### src/rtl/icache_controller_if.sv
// CPU fetch port and instruction-memory block port of the icache, bundled.
// Latency: n/a (wiring only).
// Backpressure: CPU_BUSYWAIT stalls the fetch stage, MEM_BUSYWAIT stalls the fill.
interface icache_controller_if;
    logic         CPU_READ;
    logic [31:0]  CPU_ADDR;
    logic         CPU_BUSYWAIT;
    logic [31:0]  CPU_INSTR;
    logic         MEM_READ_EN;
    logic [27:0]  MEM_ADDR;
    logic         MEM_BUSYWAIT;
    logic [127:0] MEM_READDATA;

    // CPU + instruction memory side (drives requests and block data)
    modport master (
        output CPU_READ, CPU_ADDR, MEM_BUSYWAIT, MEM_READDATA,
        input  CPU_BUSYWAIT, CPU_INSTR, MEM_READ_EN, MEM_ADDR
    );

    // Cache side
    modport slave (
        input  CPU_READ, CPU_ADDR, MEM_BUSYWAIT, MEM_READDATA,
        output CPU_BUSYWAIT, CPU_INSTR, MEM_READ_EN, MEM_ADDR
    );
endinterface

### src/rtl/icache_controller.sv
// Direct-mapped instruction cache (2^INDEX_BITS lines x 128 bits) with block fill sequencer.
// Latency: hit returns the instruction combinationally; miss costs memory busy cycles + 3.
// Backpressure: CPU_BUSYWAIT held from miss detect through UPDATE; fill waits on MEM_BUSYWAIT.
// Optional: define ICACHE_STATS_EN to add HIT_COUNT / MISS_COUNT outputs.
module icache_controller #(
    parameter int INDEX_BITS = 3
) (
    input  logic                    CLK,
    input  logic                    RESET,
    icache_controller_if.slave      bus
`ifdef ICACHE_STATS_EN
    ,
    output logic [31:0]             HIT_COUNT,
    output logic [31:0]             MISS_COUNT
`endif
);

    localparam int LINES    = 1 << INDEX_BITS;
    localparam int TAG_BITS = 28 - INDEX_BITS;

    typedef enum logic [1:0] {
        IDLE     = 2'd0,
        MEM_READ = 2'd1,
        UPDATE   = 2'd2
    } state_t;

    state_t state;
    state_t state_next;

    // Line storage; only the valid bits are reset, tags/data are don't-care while invalid.
    logic [LINES-1:0]    valid;
    logic [TAG_BITS-1:0] tag_mem  [LINES];
    logic [127:0]        data_mem [LINES];

    // Block address of the outstanding miss; the fill never looks at CPU_ADDR again.
    logic [27:0]           miss_addr;
    logic [INDEX_BITS-1:0] miss_index;
    logic [TAG_BITS-1:0]   miss_tag;

    logic [INDEX_BITS-1:0] cpu_index;
    logic [TAG_BITS-1:0]   cpu_tag;
    logic [1:0]            cpu_word;
    logic [127:0]          cpu_line;
    logic                  lookup_hit;

    logic         busywait;
    logic [31:0]  instr;
    logic         read_en;
    logic [27:0]  mem_addr;
    logic         miss_start;
    logic         hit_idle;

    // Byte offset bits never matter for 32-bit aligned fetches.
    logic unused_addr_bits;
    assign unused_addr_bits = ^bus.CPU_ADDR[1:0];

    assign cpu_index  = bus.CPU_ADDR[4+INDEX_BITS-1:4];
    assign cpu_tag    = bus.CPU_ADDR[31:4+INDEX_BITS];
    assign cpu_word   = bus.CPU_ADDR[3:2];
    assign cpu_line   = data_mem[cpu_index];
    assign lookup_hit = bus.CPU_READ && valid[cpu_index] && (tag_mem[cpu_index] == cpu_tag);

    assign miss_index = miss_addr[INDEX_BITS-1:0];
    assign miss_tag   = miss_addr[27:INDEX_BITS];

    // State register; reset abandons any fill in progress.
    always_ff @(posedge CLK or negedge RESET) begin
        if (!RESET) begin
            state <= IDLE;
        end else begin
            state <= state_next;
        end
    end

    // Next state and all outputs; outputs are forced quiet while reset is held.
    always_comb begin
        state_next = state;
        busywait   = 1'b0;
        instr      = 32'h0;
        read_en    = 1'b0;
        mem_addr   = 28'h0;
        miss_start = 1'b0;
        hit_idle   = 1'b0;
        case (state)
            IDLE: begin
                if (bus.CPU_READ) begin
                    if (lookup_hit) begin
                        hit_idle = 1'b1;
                        instr    = cpu_line[{cpu_word, 5'b0} +: 32];
                    end else begin
                        busywait   = 1'b1;
                        miss_start = 1'b1;
                        state_next = MEM_READ;
                    end
                end
            end
            MEM_READ: begin
                busywait = 1'b1;
                read_en  = 1'b1;
                mem_addr = miss_addr;
                if (!bus.MEM_BUSYWAIT) begin
                    state_next = UPDATE;
                end
            end
            UPDATE: begin
                busywait   = 1'b1;
                state_next = IDLE;
            end
            default: begin
                state_next = IDLE;
            end
        endcase
        if (!RESET) begin
            busywait   = 1'b0;
            instr      = 32'h0;
            read_en    = 1'b0;
            mem_addr   = 28'h0;
            miss_start = 1'b0;
            hit_idle   = 1'b0;
        end
    end

    assign bus.CPU_BUSYWAIT = busywait;
    assign bus.CPU_INSTR    = instr;
    assign bus.MEM_READ_EN  = read_en;
    assign bus.MEM_ADDR     = mem_addr;

    // Capture the missing block address as the FSM leaves IDLE.
    always_ff @(posedge CLK or negedge RESET) begin
        if (!RESET) begin
            miss_addr <= 28'h0;
        end else if (miss_start) begin
            miss_addr <= bus.CPU_ADDR[31:4];
        end
    end

    // Valid bits: cleared by reset, set when a line is installed.
    always_ff @(posedge CLK or negedge RESET) begin
        if (!RESET) begin
            valid <= '0;
        end else if (state == UPDATE) begin
            valid[miss_index] <= 1'b1;
        end
    end

    // Tag/data install in UPDATE, one cycle after busywait drops so the whole block is stable.
    always_ff @(posedge CLK) begin
        if (state == UPDATE) begin
            tag_mem[miss_index]  <= miss_tag;
            data_mem[miss_index] <= bus.MEM_READDATA;
        end
    end

`ifdef ICACHE_STATS_EN
    // Hit/miss statistics; the replay hit after a fill counts as a hit.
    always_ff @(posedge CLK or negedge RESET) begin
        if (!RESET) begin
            HIT_COUNT  <= 32'h0;
            MISS_COUNT <= 32'h0;
        end else begin
            if (hit_idle) begin
                HIT_COUNT <= HIT_COUNT + 32'd1;
            end
            if (miss_start) begin
                MISS_COUNT <= MISS_COUNT + 32'd1;
            end
        end
    end
`else
    logic unused_stats;
    assign unused_stats = hit_idle;
`endif

endmodule

### src/flat_wrapper.sv
// flat-port wrapper written by rule: the top's interface ports become plain ports
module icache_controller_flat 
#(
    parameter int INDEX_BITS = 3
)
  (CLK, RESET, bus_CPU_READ, bus_CPU_ADDR, bus_MEM_BUSYWAIT, bus_MEM_READDATA, bus_CPU_BUSYWAIT, bus_CPU_INSTR, bus_MEM_READ_EN, bus_MEM_ADDR);
  icache_controller_if bus_i ();
  input  logic CLK;
  input  logic RESET;
  input wire logic [$bits(bus_i.CPU_READ)-1:0] bus_CPU_READ;
  input wire logic [$bits(bus_i.CPU_ADDR)-1:0] bus_CPU_ADDR;
  input wire logic [$bits(bus_i.MEM_BUSYWAIT)-1:0] bus_MEM_BUSYWAIT;
  input wire logic [$bits(bus_i.MEM_READDATA)-1:0] bus_MEM_READDATA;
  output wire logic [$bits(bus_i.CPU_BUSYWAIT)-1:0] bus_CPU_BUSYWAIT;
  output wire logic [$bits(bus_i.CPU_INSTR)-1:0] bus_CPU_INSTR;
  output wire logic [$bits(bus_i.MEM_READ_EN)-1:0] bus_MEM_READ_EN;
  output wire logic [$bits(bus_i.MEM_ADDR)-1:0] bus_MEM_ADDR;
  assign bus_i.CPU_READ = bus_CPU_READ;
  assign bus_i.CPU_ADDR = bus_CPU_ADDR;
  assign bus_i.MEM_BUSYWAIT = bus_MEM_BUSYWAIT;
  assign bus_i.MEM_READDATA = bus_MEM_READDATA;
  assign bus_CPU_BUSYWAIT = bus_i.CPU_BUSYWAIT;
  assign bus_CPU_INSTR = bus_i.CPU_INSTR;
  assign bus_MEM_READ_EN = bus_i.MEM_READ_EN;
  assign bus_MEM_ADDR = bus_i.MEM_ADDR;
  icache_controller #(.INDEX_BITS(INDEX_BITS)) u_core (.CLK(CLK), .RESET(RESET), .bus(bus_i));
endmodule
### config.mk
export PLATFORM = sky130hd
export DESIGN_NAME = icache_controller_flat
export DESIGN_NICKNAME = d
export VERILOG_FILES = /design/src/rtl/icache_controller_if.sv /design/src/rtl/icache_controller.sv /design/src/flat_wrapper.sv
export SDC_FILE = /design/constraint.sdc
export NUM_CORES = 1
export LEC_CHECK = 0
export CORE_MARGIN = 4
export CORE_UTILIZATION = 50
export DETAILED_ROUTE_END_ITERATION = 6
export HOLD_SLACK_MARGIN = 0.1
export PLACE_DENSITY = 0.68
export SETUP_SLACK_MARGIN = 0.15
export SLEW_MARGIN = 20
export SYNTH_ARGS = -nofsm -noshare
export SYNTH_HDL_FRONTEND = slang
export SYNTH_SLANG_ARGS = --single-unit
export TNS_END_PERCENT = 10
### constraint.sdc
create_clock -name CLK -period 27.3 [get_ports CLK]
set_input_delay 5.46 -clock CLK [delete_from_list [all_inputs] [get_ports CLK]]
set_output_delay 5.46 -clock CLK [all_outputs]
set_load 0.02 [all_outputs]
; Word-level counts from Yosys, hierarchy flattened
; Memories as Yosys holds them, arrays and structs flattened.
; Cells that the tools add are included.
[op_classes]
n_lt_le_gt_ge = 3
eq_ne = 6
shift = 1
muxes = 24
bitwise_logic = 1
reduce_logical = 6
[op_table]
columns = op, count
row1 = $mux 32, 4
row2 = $shiftx 128x8->32, 1
row3 = $mux 28, 2
row4 = $eq 25x25->1, 1
row5 = $mux 1, 11
row6 = $lt 3x4->1 const B, 2
row7 = $or 8x8->8, 1
row8 = $mux 2, 3
row9 = $ne 2x2->1 const B, 3
row10 = $pmux 2 s2, 1
row11 = $bmux 1 s3, 1
row12 = $demux 1 s3, 1
row13 = $ge 3x1->1 const B, 1
row14 = $logic_and 1x1->1, 3
row15 = $reduce_and 3->1, 1
row16 = $eq 2x1->1 const B, 1
row17 = $eq 2x2->1 const B, 1
row18 = $logic_not 2->1, 1
row19 = $pmux 1 s2, 1
row20 = $reduce_or 2->1, 1
[totals]
reg_bits = 38
ramBits = 1224
input_bits = 164
output_inout_bits = 62
wordCells = 46
memories = 2
[mem_list]
columns = name, depth, width, rd, rd_ports_with_merged_regs, wr, line_no
row1 = u_core.data_mem, 8, 128, 1, 0, 1, icache_controller.sv:33  ; logic [127:0] data_mem [LINES];
row2 = u_core.tag_mem, 8, 25, 1, 0, 1, icache_controller.sv:32  ; logic [TAG_BITS-1:0] tag_mem [LINES];

; Depth between registers and ports, before layout
; Gate-level depths: netlist of run 1.
[logic_depth]
depth_word = 8
depth_mapped = 13
mapped_depth_nobuf = 8

; Worst setup path after synthesis of run 1
; No wires, ideal clock.
[synth_timing]
path_kind = input-to-output
start = in bus_CPU_ADDR[4]
end = out bus_CPU_INSTR[10]
t_arrival_ns = 7.900
setup_slack_ns = 13.940
path_stages = 10
n_path_buf = 6
path_cell_list = buf_6 -> buf_4 -> buf_4 -> buf_4 -> clkbuf_1 -> buf_2 -> mux4_2 -> mux4_2 -> mux2i_1 -> nor2_1
[synth_via]
elab_chain_cells = 8
elab_cells_between_ends = 12
classes_between = 1 x eq/ne / 1 x shift / 6 x mux / 2 x reduce/logical / 2 x memory
[synth_lines]
columns = item, line_no
row1 = start: declaration, flat_wrapper.sv:11  ; input wire logic [$bits(bus_i.CPU_ADDR)-1:0] bus_CPU_ADDR;
row2 = "parallel branches: the longest is 4 deep, another holds $mem_v2 8x128", --
row3 = $mux 32 (*), icache_controller.sv:87  ; if (lookup_hit) begin
row4 = $mux 32 (*), icache_controller.sv:86  ; if (bus.CPU_READ) begin
row5 = $mux 32 (*), icache_controller.sv:84  ; case (state)
row6 = $mux 32 (*), icache_controller.sv:113  ; if (!RESET) begin
row7 = end: declaration, flat_wrapper.sv:15  ; output wire logic [$bits(bus_i.CPU_INSTR)-1:0] bus_CPU_INSTR;
; Every way passes the cells marked *. The select of a mux whose other input is x is not followed.

; Worst setup path after layout of run 1
[layout_timing]
start = in bus_CPU_ADDR[6]
end = out bus_CPU_INSTR[19]
; Same word-level chain as after synthesis.

==> metrics.cfg, run 1 <==
[die]
rows=114
start_util_pct=50.4
core_um2=96700
fp.dieW_um=320
dieArea_um2=103000
pin_count=226
fp.dieH_um=320

[synthesis]
yosysMostFrequentCell=edfxtp_1
synth_edf_count=1224
yosysWarnings=0
ys_seq_elements=1262
async_reset_ff_share_pct=3.01
synth_nets=2193
synth_area_leaders=edfxtp_1 (75%), mux4_2 (16%), dfrtp_1 (2.0%), mux2i_1 (1.6%), mux2_4 (0.62%)
postSynthCellCount=2023
synth_area_um2=48700
avgSynthCellArea_um2=24.1
synthFlopType=edfxtp_1
ys_types=51
synth_top_area_share_pct=75.4
netlist_top_cells_count=edfxtp_1 (1,224), mux4_2 (342), mux2i_1 (79), clkbuf_1 (51), nor2_1 (41)
seq_area_frac_synth_pct=77.4
synth_top_cell_by_area=edfxtp_1

[hold_path]
min-delay-start=u_core.valid[6]
hold_depth=1
hold_path_end=u_core.valid[6]
hold_path_class=flip-flop to flip-flop

[clock_network]
cts_setup_buffers=0
htreeDepth=4
clk_pin_slew_worst_paths_ps=60
clock-sinks=1262
cts-root-buf=clkbuf_16
clock_path_buffers=3
post_cts_resized=0
clk_latency_ps=710
numCtsBuffers=131
cts_tree=yes
ctsHoldBuffers=0

[setup_path]
required_ps=21840
r2r_setup_slack_ps=23420
crit_chain=clkbuf_8, buf_4, mux4_2, nor2b_1, a21oi_1, xnor2_1, nor4_2, and3_4, nand4_1, buf_4, nor2_1, clkdlybuf4s50_1
cpPeakStageDelay_ps=770
crit_type=input pin to output port
cp_max_fo=65
cp-end-kind=output port
cp.buffers_inverters=4
slowest_stage=buf_4
ff2ff_path_depth=7
critPathArrivalTime_ps=10030
critPathLaunchType=input pin
timing.rr.end=u_core.data_mem[0][38]
cp_top_family=buffers and inverters
rr_startpoint=u_core.state[0]
path_common_cell=buf_4

[grt]
grt_pass1_wl_um=154000
grt_usage_pct=20.4
antenna_found_initial=26
grt_start_max_net_pins=152
gr-total-overflow=0
grt_pass1_vias=23400

[flow_run]
max_cap_violations=0

[route]
vias=21800
drt_iter0_drc=1741
ant_nets=0
wl_per_cell_um=28.0
first_pass_iters=6
routed_wirelength_um=103000
drc=0
viasPerCell=5.90

[power]
powerDensity_nw_per_um2=81.3
leakage_uw=0.0181
ir_drop_uv=64.2
p_total_uw=4590

[final_layout]
fin_nets=2478
syn_to_final_growth_pct=15.9
drive_above_1_share_pct=25.7

[timing]
rsz0062_at_grt=no
hold_viol=0
period_minus_slack_ps=15490
setup_tns_ps=0
max_clock_freq_mhz=64.6
period_share_pct=56.7
tightestPinTransition_ps=1060
skew_ps=22.9
setup_viol=0
slew_headroom_pct=29.1
finalWorstSetupSlack_ps=11810
drv_slew=0

[placed_design]
dp_worst_setup_slack_ps=11730
globalplace.congestion=0.752
port_buffers=223
place.detailed.hpwl_um=55000

[outcome]
outcome=finished clean

flip-flops by register name, indices dropped and copies added (netlist names):
| signal | flops |
|---|---|
| u_core.data_mem | 1024 |
| u_core.tag_mem | 200 |
| u_core.miss_addr | 28 |
| u_core.valid | 8 |
| u_core.state | 2 |
placed cells by master (no fill, tap or decap), types with 12 or more instances in the layout:
master | synthesis | layout
edfxtp_1 | 1224 | 1224
mux4_2 | 342 | 342
clkdlybuf4s50_1 | 0 | 217
clkbuf_16 | 0 | 136
mux2i_1 | 79 | 79
dfrtp_1 | 38 | 38
nor2_1 | 41 | 35
and3_1 | 29 | 29
clkbuf_1 | 51 | 29
clkinv_1 | 0 | 28
buf_4 | 6 | 24
mux2_4 | 20 | 20
clkinv_2 | 0 | 19
mux2_2 | 16 | 16
a22oi_1 | 15 | 15
nand2_1 | 14 | 14
diode_2 | 0 | 13
xnor2_1 | 13 | 13
xor2_1 | 12 | 12
logic make-up after synthesis:
logic type | Yosys count | share of synthesized area, %
compound gates | 29 | 0.434
xor+xnor | 25 | 0.449
fa+ha+maj | 6 | 0.154
buf+inv | 110 | 1.21
flops | 1262 | 77.4
mux | 468 | 19.0
simple gates | 123 | 1.37
per-stage QoR:
stage                     instance area, µm²  std cells  hold slack [ps]  util (%)
after floorplan                        48700       2023              430         -
after global placement                 52400       3447              443      54.1
after detailed placement               52400       3448              450      54.2
after CTS                              56400       3678              463      58.3
after global routing                   56500       3685              482      58.4
final                                  56500       3694              465      58.4
where the power goes:
part / internal, µW / switching (µW)
clock: 970 / 690
sequential: 2370 / 91.7
combinational: 206 / 266
total: 3540 / 1050
routing by layer:
metal | share of wire (%) | vias up | GRT usage [%]
li1 | - | 9245 | -
met1 | 39 | 11700 | 26.3
met2 | 52 | 616 | 34.9
met3 | 6.4 | 173 | 5.02
met4 | 2.1 | 16 | 6.01
met5 | 0.094 | - | 0
layout make-up:
type / instances / area [µm²]
multi-input cells: 651 / 10500
repair buffers: 258 / 2650
flip-flops and latches: 1262 / 37700
inverters: 4 / 15.0
clock inverters: 63 / 470
diodes: 13 / 32.5
clock buffers: 167 / 3540
fillers: 6840 / 40200
well taps: 1276 / 1600
worst max-delay path by stage:
stage          slack, ps             from                end  cells past startpoint
6_report           11810  bus_CPU_ADDR[6]  bus_CPU_INSTR[19]                     12
5_1_grt            11560  bus_CPU_ADDR[6]  bus_CPU_INSTR[19]                     12
4_1_cts            11720  bus_CPU_ADDR[6]  bus_CPU_INSTR[19]                     12
3_5_place_dp       11730  bus_CPU_ADDR[6]  bus_CPU_INSTR[19]                     12
3_3_place_gp       11730  bus_CPU_ADDR[6]  bus_CPU_INSTR[19]                     12
2_1_floorplan      13940  bus_CPU_ADDR[4]  bus_CPU_INSTR[10]                     10
(Power assumes the default switching activity.)
==> run 2, diff against run 1 <==
- clock period: 27.3 -> 14.5 ns (I/O delays scaled with it)
==> run 2 against run 1 <==
Effect of this change:
- final area is essentially flat
- clock-buffer cell count grew 9
- first-iteration DRC count grew 6.4%
- cell count grew 0.16%
- worst hold slack lost 3.8 ps
- combinational power grew 88%
- register-to-register slack lost 13000 ps
- critical path type unchanged
- highest routed layer unchanged
==> metrics.cfg, run 2 (synthesized netlist as in run 1, its figures left out) <==
[outcome]
outcome=finished clean  ; unchanged

[setup_path]
critPathArrivalTime_ps=7530  ; was 10,030 ps
cp_max_fo=67  ; was 65
cp-end-kind=output port  ; unchanged
crit_type=input pin to output port  ; unchanged
critPathLaunchType=input pin  ; unchanged
required_ps=11600  ; was 21,840 ps

[grt]
grt_start_max_net_pins=123  ; was 152
antenna_found_initial=21  ; was 26
gr-total-overflow=0  ; unchanged
grt_pass1_vias=23400  ; about the same
grt_pass1_wl_um=154000  ; about the same
grt_usage_pct=20.5  ; was 20.4%

[clock_network]
clk_pin_slew_worst_paths_ps=50  ; was 60 ps
cts_setup_buffers=0  ; unchanged
clock-sinks=1262  ; unchanged
cts_tree=yes  ; unchanged
post_cts_resized=0  ; unchanged
numCtsBuffers=133  ; was 131
cts-root-buf=clkbuf_16  ; unchanged
clock_path_buffers=3  ; unchanged
htreeDepth=4  ; unchanged
ctsHoldBuffers=0  ; unchanged
clk_latency_ps=730  ; was 710 ps

[timing]
setup_tns_ps=0  ; unchanged
setup_viol=0  ; unchanged
whs_ps=461  ; was 465 ps
hold_viol=0  ; unchanged
period_share_pct=71.9
skew_ps=17.0  ; was 22.9 ps
max_clock_freq_mhz=95.9
tightestPinTransition_ps=1050  ; was 1060 ps
rsz0062_at_grt=no  ; unchanged
finalWorstSetupSlack_ps=4070  ; was 11,810 ps
period_minus_slack_ps=10430
drv_slew=0  ; unchanged
slew_headroom_pct=29.7  ; was 29.1%

[final_layout]
nFillCells=6832  ; was 6,840
fin_nets=2484  ; was 2,478
largestRegisters=u_core.data_mem x1024, u_core.tag_mem x200, u_core.miss_addr x28  ; unchanged
largest_reg_flops=1024  ; unchanged
final_common_cell=edfxtp_1  ; unchanged
syn_to_final_growth_pct=16.0  ; was 15.9%
final_cell_mix=edfxtp_1 (1,224), mux4_2 (342), clkdlybuf4s50_1 (217), clkbuf_16 (138), mux2i_1 (79)  ; was edfxtp_1 (1,224), mux4_2 (342), clkdlybuf4s50_1 (217), clkbuf_16 (136), mux2i_1 (79)
regMostFlops=u_core.data_mem  ; unchanged
drive_above_1_share_pct=25.9  ; was 25.7%

[route]
drc=0  ; unchanged
first_pass_iters=5  ; was 6
wl_per_cell_um=27.9  ; was 28.0 µm
drt_iter0_drc=1852  ; was 1,741
vias=21800  ; about the same
ant_nets=0  ; unchanged
routed_wirelength_um=103000  ; about the same
viasPerCell=5.90  ; about the same

[flow_run]
max_cap_violations=0  ; unchanged

[placed_design]
place.detailed.hpwl_um=56200  ; was 55,000 µm
dp_worst_setup_slack_ps=4120  ; was 11,730 ps
port_buffers=223  ; unchanged
globalplace.congestion=0.758  ; was 0.752

[die]
start_util_pct=50.4  ; unchanged
dieArea_um2=103000  ; unchanged
pin_count=226  ; unchanged
fp.dieH_um=320  ; unchanged
core_um2=96700  ; unchanged
fp.dieW_um=320  ; unchanged
rows=114  ; unchanged

[power]
leakage_uw=0.0181  ; about the same
ir_drop_uv=127  ; was 64.2 µV
powerDensity_nw_per_um2=154  ; was 81.3 nW/µm²

[hold_path]
hold_path_class=flip-flop to flip-flop  ; unchanged

run 2: final cells by class:
type                            instances  area, µm²  share of cell area (%)
Multi-Input combinational cell        651      10500                    18.6
Timing Repair Buffer                  262       2600                    4.59
Clock buffer                          176       3630                    6.41
Antenna cell                           12       30.0                  0.0531
Clock inverter                         57        483                   0.854
Sequential cell                      1262      37700                    66.7
Inverter                                4       15.0                  0.0266
Tap cell                             1276       1600                    2.82
run 2: where the power goes:
part	switching, µW	internal [µW]	leakage (µW)
registers	173	4460	0.0115
clock network	1340	1870	0.00200
logic	501	384	0.00464
run 2: metal layers:
metal  global-route usage, %  wire, µm  share of wire (%)  vias to the layer above
met1                    27.1     41200                 40                    11700
met3                    4.44      6370                6.2                      149
met4                    5.89      2160                2.1                        8
met2                    34.6     53600                 52                      650
li1                        -         -                  -                     9275
met5                       0        48              0.046                        -
run 2: path summary, 6_finish.rpt:
check                                      from                      end  slack (ps)  depth (start not counted)
min in group asynchronous                 RESET     u_core.miss_addr[23]        2310                          2
worst min-delay path            u_core.valid[4]          u_core.valid[4]         460                          1
worst min register to register  u_core.valid[4]          u_core.valid[4]         460                          1
worst max register to register  u_core.state[0]  u_core.data_mem[4][104]       10710                          6
max in group asynchronous                 RESET          u_core.valid[4]       11670                          2
worst max-delay path            bus_CPU_ADDR[5]        bus_CPU_INSTR[18]        4070                         12
run 2: metrics by stage:
stage,instances,total power (µW),cell area (µm²),util [%]
final,3700,8720,56500,58.5
after global routing,3691,9060,56500,58.4
after CTS,3687,8810,56500,58.4
after detailed placement,3454,5610,52400,54.2
after global placement,3454,5570,52400,54.2
after floorplan,2023,5270,48700,-
run 2: critical path, stage by stage:
cell,delay [ps]
buf_8,420
buf_4,800
nor2_1,360
a22oi_1,530
and3_1,240
o2111ai_1,140
nor4_2,310
and3_4,260
nand4_1,90
buf_4,370
nor2_1,180
clkdlybuf4s50_1,690
